## config.mk

```make
export PLATFORM = sky130hd
export DESIGN_NAME = load_store_unit
export DESIGN_NICKNAME = d
export VERILOG_FILES = /design/src/rtl/lsu_pkg.sv /design/src/rtl/load_extend.sv /design/src/rtl/load_store_unit.sv
export SDC_FILE = /design/constraint.sdc
export NUM_CORES = 1
export LEC_CHECK = 0
export CORE_MARGIN = 5
export CORE_UTILIZATION = 48
export CTS_CLUSTER_SIZE = 30
export DETAILED_ROUTE_END_ITERATION = 10
export PLACE_DENSITY = 0.86
export SKIP_CTS_REPAIR_TIMING = 1
export SYNTH_ARGS = -nofsm -noshare
export SYNTH_HDL_FRONTEND = slang
export SYNTH_SLANG_ARGS = --single-unit
export TNS_END_PERCENT = 30
```

## constraint.sdc

```tcl
create_clock -name clk -period 5.7 [get_ports clk]
set_clock_uncertainty 0.15 [all_clocks]
set_input_delay 0.57 -clock clk [delete_from_list [all_inputs] [get_ports clk]]
set_output_delay 0.57 -clock clk [all_outputs]
set_load 0.02 [all_outputs]
```

## src/rtl/lsu_pkg.sv

```systemverilog
// Shared types and constants for the RV32I load/store unit.
// Holds the sequencer state, funct3 width codes and the legality check.
package lsu_pkg;

   localparam int XLEN = 32;

   typedef enum logic [2:0] {
      IDLE,
      REQ,
      WAIT,
      WB,
      ERR
   } state_e;

   localparam logic [2:0] F3_B  = 3'b000;
   localparam logic [2:0] F3_H  = 3'b001;
   localparam logic [2:0] F3_W  = 3'b010;
   localparam logic [2:0] F3_BU = 3'b100;
   localparam logic [2:0] F3_HU = 3'b101;

   // Reserved width codes, unsigned stores and misaligned halfwords/words
   function automatic logic is_illegal(
      input logic       st,
      input logic [2:0] f3,
      input logic [1:0] a
   );
      return (f3 == 3'b011) || (f3 == 3'b110) || (f3 == 3'b111)
          || (st && f3[2])
          || ((f3[1:0] == 2'b01) && a[0])
          || ((f3[1:0] == 2'b10) && (a != 2'b00));
   endfunction

endpackage

```

## src/rtl/load_extend.sv

```systemverilog
// Selects the addressed byte/halfword of a read word and extends it
// according to the load funct3.
module load_extend
   import lsu_pkg::*;
(
   input  logic [XLEN-1:0] rdata_i,
   input  logic [1:0]      addr_i,
   input  logic [2:0]      funct3_i,
   output logic [XLEN-1:0] data_o
);

   logic [7:0]  b;
   logic [15:0] h;

   always_comb begin
      b = rdata_i[{addr_i, 3'b000} +: 8];
      h = addr_i[1] ? rdata_i[31:16] : rdata_i[15:0];
      case (funct3_i)
         F3_B:    data_o = {{24{b[7]}}, b};
         F3_BU:   data_o = {24'b0, b};
         F3_H:    data_o = {{16{h[15]}}, h};
         F3_HU:   data_o = {16'b0, h};
         default: data_o = rdata_i;
      endcase
   end

endmodule

```

## src/rtl/load_store_unit.sv

```systemverilog
// Sequences one RV32I load or store against a handshaked data memory
// and drives the register-file write port with the extended load data.
module load_store_unit
   import lsu_pkg::*;
(
   input  logic            clk,
   input  logic            reset,
   input  logic            req_valid,
   output logic            req_ready,
   input  logic            req_store,
   input  logic [2:0]      req_funct3,
   input  logic [XLEN-1:0] req_addr,
   input  logic [XLEN-1:0] req_wdata,
   input  logic [4:0]      req_rd,
   output logic            mem_req,
   output logic            mem_we,
   output logic [XLEN-1:0] mem_addr,
   output logic [3:0]      mem_wmask,
   output logic [XLEN-1:0] mem_wdata,
   input  logic            mem_gnt,
   input  logic            mem_rvalid,
   input  logic [XLEN-1:0] mem_rdata,
   output logic            rf_we,
   output logic [4:0]      rf_a3,
   output logic [XLEN-1:0] rf_wd3,
   output logic            done,
   output logic            err
);

   state_e            state_q, state_d;
   logic              store_q;
   logic [2:0]        f3_q;
   logic [XLEN-1:0]   addr_q;
   logic [XLEN-1:0]   wdata_q;
   logic [4:0]        rd_q;
   logic [XLEN-1:0]   ext_q;
   logic [XLEN-1:0]   ext;
   logic [3:0]        mask;
   logic [XLEN-1:0]   wrep;

   load_extend u_ext (
      .rdata_i  (mem_rdata),
      .addr_i   (addr_q[1:0]),
      .funct3_i (f3_q),
      .data_o   (ext)
   );

   always_ff @(posedge clk or posedge reset) begin
      if (reset) begin
         state_q <= IDLE;
         store_q <= 1'b0;
         f3_q    <= 3'b0;
         addr_q  <= '0;
         wdata_q <= '0;
         rd_q    <= 5'b0;
         ext_q   <= '0;
      end else begin
         state_q <= state_d;
         if (state_q == IDLE && req_valid) begin
            store_q <= req_store;
            f3_q    <= req_funct3;
            addr_q  <= req_addr;
            wdata_q <= req_wdata;
            rd_q    <= req_rd;
         end
         if (state_q == WAIT && mem_rvalid)
            ext_q <= ext;
      end
   end

   always_comb begin
      state_d = state_q;
      unique case (state_q)
         IDLE:
            if (req_valid)
               state_d = is_illegal(req_store, req_funct3, req_addr[1:0])
                       ? ERR : REQ;
         REQ:
            if (mem_gnt)
               state_d = store_q ? IDLE : WAIT;
         WAIT:
            if (mem_rvalid)
               state_d = WB;
         WB:      state_d = IDLE;
         ERR:     state_d = IDLE;
         default: state_d = IDLE;
      endcase
   end

   // Lane mask and replicated data come from captured fields only
   always_comb begin
      case (f3_q[1:0])
         2'b00: begin
            mask = 4'b0001 << addr_q[1:0];
            wrep = {4{wdata_q[7:0]}};
         end
         2'b01: begin
            mask = addr_q[1] ? 4'b1100 : 4'b0011;
            wrep = {2{wdata_q[15:0]}};
         end
         default: begin
            mask = 4'b1111;
            wrep = wdata_q;
         end
      endcase
   end

   assign req_ready = (state_q == IDLE);
   assign mem_req   = (state_q == REQ);
   assign mem_we    = mem_req && store_q;
   assign mem_addr  = mem_req ? {addr_q[31:2], 2'b00} : '0;
   assign mem_wmask = mem_we ? mask : 4'b0;
   assign mem_wdata = mem_we ? wrep : '0;
   assign rf_we     = (state_q == WB) && (rd_q != 5'd0);
   assign rf_a3     = (state_q == WB) ? rd_q : 5'd0;
   assign rf_wd3    = (state_q == WB) ? ext_q : '0;
   assign err       = (state_q == ERR);
   assign done      = (mem_we && mem_gnt) || (state_q == WB) || err;

endmodule

```

Yosys cells after proc, flatten, opt, wreduce, memory -nomap -nowiden
Cells that the tools add are included.
{"block": "classes", "add_sub_neg": 0, "multipliers": 0, "div_mod_pow": 0, "magnitude_cmp": 0, "n_eq_ne": 16, "shift": 2, "n_mux": 16, "n_bitwise": 0, "n_reduce_logical": 21}
{"operator": "case mux 32 bit (4 select lines)", "count": 1}
{"operator": "2-to-1 mux 32 bit", "count": 3}
{"operator": "case mux 32 bit (2 select lines)", "count": 1}
{"operator": "indexed part select 32 x 6 -> 8 bit", "count": 1}
{"operator": "2-to-1 mux 16 bit", "count": 1}
{"operator": "== test 3 bit, second input constant", "count": 5}
{"operator": "2-to-1 mux 3 bit", "count": 4}
{"operator": "== test 3 x 2 -> 1 bit, second input constant", "count": 3}
{"operator": "case mux 3 bit (3 select lines)", "count": 1}
{"operator": "logical AND 1 bit", "count": 8}
{"operator": "2-to-1 mux 4 bit", "count": 2}
{"operator": "case mux 4 bit (2 select lines)", "count": 1}
{"operator": "logical OR 1 bit", "count": 7}
{"operator": "== test 3 x 1 -> 1 bit, second input constant", "count": 2}
{"operator": "logical NOT 3 bit", "count": 2}
{"operator": "2-to-1 mux 5 bit", "count": 1}
{"operator": "nonzero test 5 bit", "count": 1}
{"operator": "== test 2 x 1 -> 1 bit, second input constant", "count": 2}
{"operator": "inequality test 2 bit, second input constant", "count": 2}
{"operator": "<< shifter 1 x 2 -> 4 bit, first input constant", "count": 1}
{"operator": "AND reduction 3 bit", "count": 1}
{"operator": "== test 2 bit, second input constant", "count": 1}
{"operator": "logical NOT 2 bit", "count": 1}
{"operator": "2-to-1 mux 2 bit", "count": 1}
{"operator": "2 further kinds", "count": 2}
{"block": "word_totals", "reg_bits": 108, "latch_bits": 0, "mem_bits_rw": 0, "mem_bits_ro": 0, "input_bits": 110, "output_inout_bits": 111, "elab_cells": 62, "n_memories": 0}

Depth between registers and ports, before layout
{"block": "logic_depth", "depth_word": 9, "mapped_depth": 8, "mapped_depth_nobuf": 5}

Hierarchy
From an unflattened synthesis, not the netlist that was laid out.
{"block": "hier_totals", "cells_unflattened": 530, "area_unflattened_um2": 6083.3}
{"mod": "load_store_unit", "n_inst": 1, "cells_each": 434, "area_per_inst_um2": 5237.5, "seq_area_each_um2": 2702.6}
{"mod": "load_extend", "n_inst": 1, "cells_each": 96, "area_per_inst_um2": 845.8, "seq_area_each_um2": 0.0}

Worst setup path before layout
OpenSTA, ideal clock, no wires.
{"block": "synth_timing", "kind": "register -> output", "start": "register state_q[1]", "end": "output mem_wdata[14]", "t_arrival_ns": 1.577, "required_ns": 4.980, "slack_ns": 3.403, "stages_incl_launch_ff": 8, "path_buffers": 3, "path_cell_list": "dfrtp_1 -> buf_2 -> nand2b_1 -> nor2_1 -> nand2_1 -> buf_2 -> buf_2 -> a21oi_1"}
{"block": "synth_between", "elab_chain_cells": 3}
{"element": "from (decl)", "line_no": "load_store_unit.sv:30", "text": "state_e state_q, state_d;"}
{"element": "from (signal assigned)", "line_no": "load_store_unit.sv:58", "text": "state_q <= state_d;"}
{"element": "== test 3 x 1 -> 1 bit", "line_no": "load_store_unit.sv:109", "text": "assign mem_req = (state_q == REQ);"}
{"element": "logical AND 1 bit", "line_no": "load_store_unit.sv:110", "text": "assign mem_we = mem_req && store_q;"}
{"element": "2-to-1 mux 32 bit", "line_no": "load_store_unit.sv:113", "text": "assign mem_wdata = mem_we ? wrep : '0;"}
{"element": "to (decl)", "line_no": "load_store_unit.sv:19", "text": "output logic [XLEN-1:0] mem_wdata,"}
Every way passes these cells.

Worst setup path in the final report
{"block": "layout_timing", "start": "register f3_q[1]", "end": "output mem_wdata[12]"}
{"block": "layout_between", "elab_chain_cells": 3, "elab_cells_between_ends": 4, "classes_between": "eq/ne (1); mux (2); reduce/logical (1)"}
{"element": "from (decl)", "line_no": "load_store_unit.sv:32", "text": "logic [2:0] f3_q;"}
{"element": "from (signal assigned)", "line_no": "load_store_unit.sv:61", "text": "f3_q <= req_funct3;"}
{"element": "== test 2 x 1 -> 1 bit or logical NOT 2 bit (tied branches)", "line_no": "load_store_unit.sv:92", "text": "case (f3_q[1:0])"}
{"element": "case mux 32 bit (2 select lines) (*)", "line_no": "load_store_unit.sv:92"}
{"element": "2-to-1 mux 32 bit (*)", "line_no": "load_store_unit.sv:113"}
Mark *: on every way between the ends. The rest lies on a longest branch, timed or not.

==> qor.txt <==
status -> finished, final reports clean
Initial Utilization -> 49.1%
PD cells -> 453 nW/um2
crit path launch -> f3_q[1]
largest area contributor in the netlist -> dfrtp_1
final period utilization -> 70.1%
number of diodes -> 0
Detailed Route WL -> 17000 um
FF+latch area -> 2700 um2
Mapped Cells -> 553
global route overflow -> 0
ys async rst share -> 100%
Crit Reg-Reg Startpoint -> f3_q[1]
Starting DRT DRC Count -> 528
crit-path max FO -> 52
Avg Inst Size Synth -> 10.7 um2
Worst Hold Class -> flip-flop to flip-flop
Reg clk slew, reported paths -> 70 ps
synthesis-to-finish area growth -> 40.8%
NetSw -> 1.39 mW
P_leak -> 3.55 nW
Area contributors post-synth -> dfrtp_1 (46%), mux2_2 (8.0%), mux2_4 (7.6%), and2_1 (7.3%), mux2i_1 (3.6%)
Die ar. -> 14600 um2
Worst EP required -> 4980 ps
post-synthesis sequential area ratio -> 45.8%
Layout Utilization -> 69.1%
Final Instance Area -> 8300 um2
Overall Global Routing Usage -> 23.1%
first-pass GRT wire length -> 26900 um
H-tree levels -> 3
die height -> 121 um
vias in the first global route -> 5242
logic gate share of total power -> 43.2%
largest net degree at the start of global routing -> 77
Fin Setup TNS -> 0 ps
ANT nets after route -> 0
CP endpoint kind -> output port
TritonRoute pass-1 iters -> 6
unrepaired setup endpoints after global routing -> no
DRC viols -> 0
hold path start -> ext_q[2]
Synth top area share -> 45.8%
wire length per cell -> 19.0 um
setup violators final -> 0
Final Slew Violations -> 0
fin worst setup slack -> 1710 ps
Power Internal -> 2.37 mW
critical path type -> flip-flop to output port
Ports -> 221
CTS buffer count -> 9
Multi-input gate area -> 2880 um2
pre-CTS setup slack -> 2070 ps
Mapped Area -> 5900 um2
Slew headroom -> 23.4%
Tmin final -> 3990 ps
clk root buf -> clkbuf_16
worst slew pin tran -> 1150 ps
clk sinks -> 108
Cell Area, Placed -> 8000 um2
Via density -> 5.54
layout cells sized above 1 -> 14.9%
worst-skew pair later-pin latency -> 350 ps
worst hold slack -> 330 ps
fin nets -> 850
switching portion of total power -> 37.0%
Vias -> 4940
count of cell types in the netlist -> 48
Critical Path AT -> 3270 ps
RePlAce Congestion -> 0.850
Max Clk Rate -> 250 MHz
share of power burned in registers -> 39.9%
Synth warnings -> 0
crit start category -> flip-flop
max_cap viols -> 0
Die W -> 121 um
Max Buffers Root-to-Sink -> 2
TritonCTS clock tree -> yes
Cell Rows -> 40
Hold Fails Final Rpt -> 0
initial antenna violation count -> 0
Filler Cells Inserted -> 878
PortBufs -> 218
Yosys reg bits -> 108
Final HPWL DP -> 12300 um
CORE AREA -> 12000 um2
Clock power frac -> 16.9%
Max IR drop VDD -> 0.265 mV
EDFF count, synth -> 0
Post-synth top flop -> dfrtp_1
## power by group through the flow
stage / combinational, mW / sequential (mW) / clock [mW]
final: 1.62 / 1.50 / 0.636
after global routing: 1.76 / 1.56 / 0.682
after CTS: 1.64 / 1.50 / 0.646
after detailed placement: 1.63 / 1.51 / 0
after global placement: 1.57 / 1.48 / 0
after floorplan: 1.31 / 1.29 / 0
## layout make-up
class	instances	area share (%)
Multi-Input combinational cell	394	34.7
Sequential cell	108	32.6
Timing Repair Buffer	221	26.6
Clock buffer	12	3.09
Tap cell	147	2.22
Clock inverter	4	0.573
Inverter	6	0.301
## path summary, 6_finish.rpt
check / slack [ps] / cells after the start / end
worst max-delay path: 1710 / 5 / mem_wdata[12]
worst min-delay path: 330 / 2 / ext_q[2]
worst max register to register: 3150 / 4 / ext_q[3]
worst min register to register: 330 / 2 / ext_q[2]
max in group asynchronous: 3690 / 3 / f3_q[1]
min in group asynchronous: 510 / 2 / addr_q[15]
## state kept, by name, summed over array words and instances (netlist names)
name	flops
addr_q	32
ext_q	32
f3_q	3
rd_q	5
state_q	3
store_q	1
wdata_q	32
## synthesized netlist by cell type (2+ instances only)
| cell type | instances |
|---|---|
| a21oi_1 | 30 |
| mux2_4 | 30 |
| buf_4 | 8 |
| buf_6 | 3 |
| or3_1 | 7 |
| mux2_1 | 4 |
| and3_1 | 9 |
| a221oi_1 | 2 |
| nor3_2 | 2 |
| a222oi_1 | 5 |
| and2_1 | 69 |
| mux2_2 | 42 |
| nor3_1 | 3 |
| mux2i_1 | 21 |
| nand3_2 | 10 |
| buf_2 | 11 |
| inv_1 | 6 |
| o22ai_1 | 2 |
| nor4_1 | 3 |
| nand2_1 | 53 |
| o21ai_0 | 21 |
| nand3_1 | 22 |
| dfrtp_1 | 108 |
| nand2b_1 | 5 |
| clkbuf_1 | 19 |
| nor2_1 | 31 |
| nor2b_1 | 4 |
| buf_12 | 3 |
## critical path: stages, from the launching register on
cell and delay [ps]:
dfrtp_2 1020, inv_1 490, nand2_1 460, nand2_1 90
a21oi_1 190, clkdlybuf4s50_1 670
## kinds of logic after synthesis
group / count (synthesis) / share of synthesized area, %
AOI/OAI and AO/OA: 70 / 7.49
buffers and inverters: 52 / 5.45
DFF: 108 / 45.8
muxes: 98 / 20.4
other: 1 / 0.0636
and+or+nand+nor: 224 / 20.8
## metrics by stage
| stage | std cells | power, mW |
|---|---|---|
| after global routing | 892 | 4.00 |
| after CTS | 892 | 3.78 |
| after floorplan | 554 | 2.60 |
| final | 892 | 3.76 |
| after global placement | 876 | 3.05 |
| after detailed placement | 876 | 3.14 |
## per-layer routing
layer | vias up | track usage (%) | part of all wire [%]
li1 | 2279 | - | -
met2 | 250 | 39.2 | 51
met4 | 0 | 8.07 | 2.2
met5 | - | 0 | 0
met1 | 2379 | 27.5 | 38
met3 | 32 | 7.67 | 9.1
## layout by cell type, fill, tap and decap left out, types with 2 or more instances in the layout
cell and n:
a21oi_1 30, and3_1 9, mux2i_1 21, nand2b_1 5
clkinv_2 2, o22ai_1 2, and2_1 68, clkbuf_8 2
conb_1 2, a221oi_1 2, a222oi_1 5, nand3_2 10
inv_1 5, clkbuf_16 9, mux2_4 30, nor2_2 2
nor2b_1 4, buf_4 3, mux2_2 42, nor4_1 3
nand3_1 22, or3_1 7, nor3_2 2, o21ai_0 21
nand2_1 53, nor2_1 30, mux2_1 4, clkdlybuf4s50_1 218
dfrtp_1 107, nor3_1 3
(Power assumes the default switching activity.)
